===== config.mk =====
export PLATFORM = sky130hd
export DESIGN_NAME = circle_scheduler
export DESIGN_NICKNAME = d
export VERILOG_FILES = /design/src/rtl/circle_pkg.sv /design/src/rtl/cmd_fifo.sv /design/src/rtl/circle_scheduler.sv
export SDC_FILE = /design/constraint.sdc
export NUM_CORES = 1
export LEC_CHECK = 0
export CAP_MARGIN = 20
export CELL_PAD_IN_SITES_DETAIL_PLACEMENT = 0
export CELL_PAD_IN_SITES_GLOBAL_PLACEMENT = 2
export CORE_MARGIN = 2
export CORE_UTILIZATION = 43
export CTS_CLUSTER_SIZE = 16
export DETAILED_ROUTE_END_ITERATION = 6
export MAX_ROUTING_LAYER = met4
export PLACE_DENSITY = 0.87
export SYNTH_ARGS = -nofsm -noshare
export SYNTH_HDL_FRONTEND = slang
export SYNTH_SLANG_ARGS = --single-unit

===== constraint.sdc =====
create_clock -name clk -period 3.2 [get_ports clk]
set_input_delay 0.96 -clock clk [delete_from_list [all_inputs] [get_ports clk]]
set_output_delay 0.96 -clock clk [all_outputs]
set_load 0.05 [all_outputs]

===== src/rtl/circle_pkg.sv =====
// rtl/circle_pkg.sv - shared types and constants for the circle job scheduler
// Contents: screen dimensions, coordinate field widths derived from them,
//           scheduler FSM state enum and the packed circle command record.
package circle_pkg;

    localparam int SCREEN_W = 160;
    localparam int SCREEN_H = 120;

    // Coordinate fields are just wide enough to address the screen.
    localparam int X_W = $clog2(SCREEN_W);
    localparam int Y_W = $clog2(SCREEN_H);
    localparam int R_W = 8;
    localparam int C_W = 3;

    typedef enum logic [1:0] {
        IDLE    = 2'd0,
        LOAD    = 2'd1,
        RUN     = 2'd2,
        RELEASE = 2'd3
    } sched_state_t;

    typedef struct packed {
        logic [X_W-1:0] centre_x;
        logic [Y_W-1:0] centre_y;
        logic [R_W-1:0] radius;
        logic [C_W-1:0] colour;
    } circle_cmd_t;

    localparam int CMD_W = $bits(circle_cmd_t);

endpackage


===== src/rtl/cmd_fifo.sv =====
// rtl/cmd_fifo.sv - synchronous command FIFO with flush
// Ports: clk, rst (async, active high), flush (sync clear, wins over push/pop),
//        push/wr_data, pop/rd_data (head, combinational), full, empty,
//        level (occupancy 0..DEPTH).
module cmd_fifo #(
    parameter int DEPTH = 4,
    parameter int WIDTH = 26
) (
    input  logic                   clk,
    input  logic                   rst,
    input  logic                   flush,
    input  logic                   push,
    input  logic [WIDTH-1:0]       wr_data,
    input  logic                   pop,
    output logic [WIDTH-1:0]       rd_data,
    output logic                   full,
    output logic                   empty,
    output logic [$clog2(DEPTH):0] level
);

    localparam int PTR_W = $clog2(DEPTH);

    logic [WIDTH-1:0] mem [DEPTH];
    logic [PTR_W-1:0] wr_ptr;
    logic [PTR_W-1:0] rd_ptr;
    logic [PTR_W:0]   count;
    logic             push_ok;
    logic             pop_ok;

    assign full    = (count == (PTR_W+1)'(DEPTH));
    assign empty   = (count == '0);
    assign level   = count;
    assign rd_data = mem[rd_ptr];

    // Flush discards anything offered in the same cycle.
    assign push_ok = push && !full && !flush;
    assign pop_ok  = pop && !empty && !flush;

    // Pointers wrap naturally because DEPTH is a power of two.
    always_ff @(posedge clk or posedge rst) begin
        if (rst) begin
            wr_ptr <= '0;
            rd_ptr <= '0;
            count  <= '0;
        end else if (flush) begin
            wr_ptr <= '0;
            rd_ptr <= '0;
            count  <= '0;
        end else begin
            if (push_ok) wr_ptr <= wr_ptr + 1'b1;
            if (pop_ok)  rd_ptr <= rd_ptr + 1'b1;
            case ({push_ok, pop_ok})
                2'b10:   count <= count + 1'b1;
                2'b01:   count <= count - 1'b1;
                default: count <= count;
            endcase
        end
    end

    always_ff @(posedge clk) begin
        if (push_ok) mem[wr_ptr] <= wr_data;
    end

endmodule


===== src/rtl/circle_scheduler.sv =====
// rtl/circle_scheduler.sv - queues circle commands and hands them one at a time to the engine
// Ports: clk, rst (async, active high); cmd_valid/cmd_ready + cmd_* payload in;
//        abort (sync flush of queue and job); eng_* job out, eng_start (held until
//        eng_done), eng_done in; busy, level (queue occupancy).
// Option: CIRCLE_SCHED_STATS_EN adds jobs_done, a saturating count of completed jobs.
module circle_scheduler
    import circle_pkg::*;
#(
    parameter int DEPTH = 4
) (
    input  logic                   clk,
    input  logic                   rst,
    input  logic                   cmd_valid,
    output logic                   cmd_ready,
    input  logic [7:0]             cmd_centre_x,
    input  logic [6:0]             cmd_centre_y,
    input  logic [7:0]             cmd_radius,
    input  logic [2:0]             cmd_colour,
    input  logic                   abort,
    output logic [7:0]             eng_centre_x,
    output logic [6:0]             eng_centre_y,
    output logic [7:0]             eng_radius,
    output logic [2:0]             eng_colour,
    output logic                   eng_start,
    input  logic                   eng_done,
    output logic                   busy,
    output logic [$clog2(DEPTH):0] level
`ifdef CIRCLE_SCHED_STATS_EN
    ,
    output logic [15:0]            jobs_done
`endif
);

    sched_state_t state;
    sched_state_t next_state;
    circle_cmd_t  fifo_wr;
    circle_cmd_t  fifo_rd;
    circle_cmd_t  job_q;
    logic         fifo_full;
    logic         fifo_empty;
    logic         push;
    logic         pop;
    logic         start_d;

    assign fifo_wr   = {cmd_centre_x, cmd_centre_y, cmd_radius, cmd_colour};
    assign cmd_ready = !fifo_full;
    assign push      = cmd_valid && !fifo_full;

    cmd_fifo #(
        .DEPTH (DEPTH),
        .WIDTH (CMD_W)
    ) u_cmd_fifo (
        .clk     (clk),
        .rst     (rst),
        .flush   (abort),
        .push    (push),
        .wr_data (fifo_wr),
        .pop     (pop),
        .rd_data (fifo_rd),
        .full    (fifo_full),
        .empty   (fifo_empty),
        .level   (level)
    );

    always_comb begin
        next_state = state;
        pop        = 1'b0;
        case (state)
            IDLE:    if (!fifo_empty) next_state = LOAD;
            LOAD: begin
                pop        = 1'b1;
                next_state = RUN;
            end
            RUN:     if (eng_done) next_state = RELEASE;
            RELEASE: next_state = IDLE;
            default: next_state = IDLE;
        endcase
        if (abort) begin
            pop        = 1'b0;
            next_state = (state == IDLE) ? IDLE : RELEASE;
        end
        // eng_start is the registered image of "next state is RUN".
        start_d = (next_state == RUN);
    end

    always_ff @(posedge clk or posedge rst) begin
        if (rst) begin
            state     <= IDLE;
            eng_start <= 1'b0;
            job_q     <= '0;
        end else begin
            state     <= next_state;
            eng_start <= start_d;
            if (pop) job_q <= fifo_rd;
        end
    end

    assign eng_centre_x = job_q.centre_x;
    assign eng_centre_y = job_q.centre_y;
    assign eng_radius   = job_q.radius;
    assign eng_colour   = job_q.colour;
    assign busy         = (state != IDLE) || !fifo_empty;

`ifdef CIRCLE_SCHED_STATS_EN
    // Counts completions signalled by the engine; an aborted job is not counted.
    always_ff @(posedge clk or posedge rst) begin
        if (rst) begin
            jobs_done <= '0;
        end else if (state == RUN && eng_done && !abort && jobs_done != 16'hFFFF) begin
            jobs_done <= jobs_done + 16'd1;
        end
    end
`endif

endmodule


==> metrics.log <==
[metrics] mean post-synth cell area: 20.1 sq um
[metrics] final setup violation count: 0
[metrics] most area-hungry cell type in the Yosys netlist: sky130_fd_sc_hd__edfxtp_1
[metrics] later-pin clock latency in the skew report: around 0.42 ns
[metrics] Detailed Route WL: approximately 9800 microns
[metrics] sequential cell area in the final layout: 4030 sq um
[metrics] CTS tree: built
[metrics] relative area change from synthesis to final layout: 25.8%
[metrics] num ports: 63
[metrics] number of logic stages on the critical path including buffering: 4
[metrics] Seq cells post-synth: 140
[metrics] area share of the largest cell type after synthesis: 55.8%
[metrics] pwr dens: between 800 and 900 nW/um^2
[metrics] post-route DRC violation count: 0
[metrics] number of buffers created by CTS: 17
[metrics] timing-limited maximum frequency: around 340 MHz
[metrics] Die ar.: around 14000 sq um
[metrics] iteration-0 DRC count of the detailed router: roughly 130
[metrics] Final Hold Fails: 0
[metrics] clock edge transition at the registers on the reported setup and hold paths: roughly 0.060 ns
[metrics] chain of cells forming the critical path: buf_4 > nor3_1 > nand2_1 > clkdlybuf4s50_1
[metrics] ys flop type: sky130_fd_sc_hd__edfxtp_1
[metrics] setup total negative slack: 0 ns
[metrics] required time reported for the critical path endpoint: 2.24 ns
[metrics] overall power consumption: roughly 6.1 mW
[metrics] FP Rows: between 40 and 50
[metrics] Placer Congestion: around 0.74
[metrics] Setup WS pre-CTS: 0.256 ns
[metrics] placed insts: approximately 500
[metrics] post-synthesis async set-or-reset flop share: approximately a quarter
[metrics] nature of the critical path endpoint: output port
[metrics] Max Slew Vio Count: 0
[metrics] number of buffer cells added on primary ports: 62
[metrics] transition time of the tightest slew-check pin: about 0.9 ns
[metrics] peak supply drop: 0.840 mV
[metrics] HPWL after detailed placement: slightly below 6000 microns
[metrics] Data arrival, critical path: 2.02 ns
[metrics] initial antenna violation count: 0
[metrics] Finished Layout Cells: about 540
[metrics] relative slew slack: between 30% and 40%
[metrics] cell type group with the largest total delay on the critical path: buffers and inverters
[metrics] overall routing resource usage: 15.4%
[metrics] CP max stage cell: sky130_fd_sc_hd__clkdlybuf4s50_1
[metrics] delay of the slowest cell on the worst path: approximately 0.70 ns
[metrics] maximum root-to-sink buffer count: 2
[metrics] crit path buf inv count: 2
[metrics] GR Overflow Total: 0
[metrics] Setup crit start kind: flip-flop
[metrics] global-route wire length before repair: between 15000 and 20000 microns
[metrics] clk root buf: sky130_fd_sc_hd__clkbuf_16
[metrics] RSZ-0062 raised after global routing: no
[metrics] fraction of final layout cells sized beyond drive strength 1: about a quarter
[metrics] portion of the post-synthesis area used by sequential elements: between 70% and 80%
[metrics] synth warn: 0
[metrics] number of sinks on the clock net: 140
[metrics] Core ar.: between 10000 and 15000 sq um
[metrics] DR pass1 iterations: 4
[metrics] EDFF count, synth: between 100 and 150
[metrics] count of unique library cells instantiated by Yosys: 37
[metrics] maximum capacitance violations: 0
[metrics] fillcell total: roughly 970
[metrics] dominant cells by area after synthesis: sky130_fd_sc_hd__edfxtp_1 (56%), sky130_fd_sc_hd__dfrtp_1 (16%), sky130_fd_sc_hd__mux4_2 (7.2%), sky130_fd_sc_hd__mux2_4 (4.8%), sky130_fd_sc_hd__mux4_1 (3.8%)
[metrics] Cell Area, Synth: between 5000 and 6000 sq um
[metrics] antenna diode count: 0
[metrics] Die Span X: between 100 and 150 microns
[metrics] outcome: finished clean
[metrics] maximum clock skew at final layout: 0.0107 ns
[metrics] number of H-tree branching levels: 4
[metrics] height of the die: ~120 microns
[metrics] per-cell via count in the routed design: a little over 5
[metrics] final worst-path setup slack: around 0.22 ns
[metrics] Cells after Synth: about 280
[metrics] worst hold path class: reg -> reg
[metrics] fraction of the cycle the final worst path needs: between 90 and 100%
[metrics] Critical Setup Path Class: reg -> out
[metrics] reg2reg path depth: 8
[metrics] crit path time final: between 2 and 3 ns
[metrics] number of routed nets with antenna violations: 0
[metrics] pin count of the biggest net entering global routing: 37
[metrics] worst hold stages: 1
[metrics] Synthesized Nets: 319
[metrics] # nets final: about 400
[metrics] multi-input logic area: ~1400 sq um
[metrics] number of global-route vias before repair: ~3000
[metrics] initial standard-cell utilization of the core: approximately 44%
[metrics] maximum net fanout on the critical path: 13
[metrics] Static Leakage: about 2.5 nW
[metrics] wire length per cell: 18.1 microns
[metrics] Vias: around 2800
-- sequential cells by signal, indices dropped and copies added (netlist names) --
register / flops
eng_centre_x: 8
u_cmd_fifo.rd_ptr: 2
u_cmd_fifo.wr_ptr: 2
eng_radius: 8
u_cmd_fifo.mem: 104
state: 2
eng_colour: 3
u_cmd_fifo.level: 3
eng_start: 1
eng_centre_y: 7
-- cell usage after synthesis, drive strengths merged, types with 2 or more instances --
cell type,count
nor2,7
nand3,2
and2,5
o21a,2
mux4,26
clkbuf,3
xor2,3
nor3,3
edfxtp,104
inv,10
buf,12
nor3b,2
nand2b,2
a21oi,5
a31oi,2
mux2,27
dfrtp,36
ha,8
nor2b,2
o21ai,4
and3b,2
-- logic make-up (layout without fill, tap and decap cells) --
kind of cell / count (synthesis) / in the layout / share of synthesized area, %
AO/OA/AOI/OAI: 21 / 21 / 2.48
XOR/XNOR: 3 / 3 / 0.469
adder cells (fa/ha/maj): 9 / 9 / 2.14
buffers and inverters: 25 / 117 / 2.59
flip-flops: 140 / 140 / 71.8
multiplexers: 53 / 53 / 17.6
AND/OR/NAND/NOR: 28 / 28 / 2.86
-- stage by stage --
| stage | instance area, sq um | hold slack (ns) | utilization (%) |
|---|---|---|---|
| 2_1_floorplan | 5600 | 0.557 | - |
| 3_3_place_gp | 6460 | 0.494 | 51.0 |
| 3_5_place_dp | 6460 | 0.496 | 51.0 |
| 4_1_cts | 7040 | 0.509 | 55.6 |
| 5_1_grt | 7040 | 0.523 | 55.6 |
| 6_report | 7040 | 0.503 | 55.6 |
-- final cells by class --
cell class              count  area share, %
flip-flops and latches    140           57.1
multi-input cells         114           20.6
repair buffers             75           10.6
well taps                 172           3.06
clock buffers              17           6.04
inverters                  10          0.533
clock inverters            15           2.13
-- cells in the final DEF (no fill, tap or decap), drive strengths merged, types with 3 or more instances in the layout --
master | netlist | layout
edfxtp | 104 | 104
and2 | 5 | 5
nor2 | 7 | 7
nor3 | 3 | 3
a21oi | 5 | 5
clkdlybuf4s50 | 0 | 62
clkbuf | 3 | 17
mux2 | 27 | 27
dfrtp | 36 | 36
ha | 8 | 8
clkinv | 0 | 6
buf | 12 | 13
clkinvlp | 0 | 6
xor2 | 3 | 3
inv | 10 | 11
mux4 | 26 | 26
o21ai | 4 | 4
-- power by group --
group | total, mW | internal, mW | switching, mW
Sequential | 2.38 | 2.21 | 0.173
Clock | 1.87 | 1.14 | 0.734
Combinational | 1.85 | 0.789 | 1.06
-- metal layers --
metal / GRT usage (%) / vias to the layer above / part of all wire [%] / wire (microns)
li1: - / 1266 / - / -
met1: 18.5 / 1424 / 43 / 4200
met2: 25.1 / 58 / 52 / 5110
met3: 3.57 / 9 / 3.5 / 346
met4: 6.78 / 0 / 1.6 / 159
met5: - / - / 0 / 0
-- what timing repair did --
| item | CTS | global route |
|---|---|---|
| buffers inserted | 0 | 0 |
| setup endpoints to repair | 0 | 1 |
| hold buffers | 0 | 0 |
| resized for setup | 0 | 1 |
-- final timing paths --
check                               startpoint              endpoint  slack, ns
max in group asynchronous                  rst  u_cmd_fifo.rd_ptr[0]       1.55
min reg2reg                      eng_radius[4]         eng_radius[4]       0.50
max                        u_cmd_fifo.level[0]                  busy       0.22
min                              eng_radius[4]         eng_radius[4]       0.50
max reg2reg                           state[1]   u_cmd_fifo.level[1]       0.81
min in group asynchronous                  rst         eng_radius[6]       1.05
No activity file was read; power rests on OpenSTA's default activity.
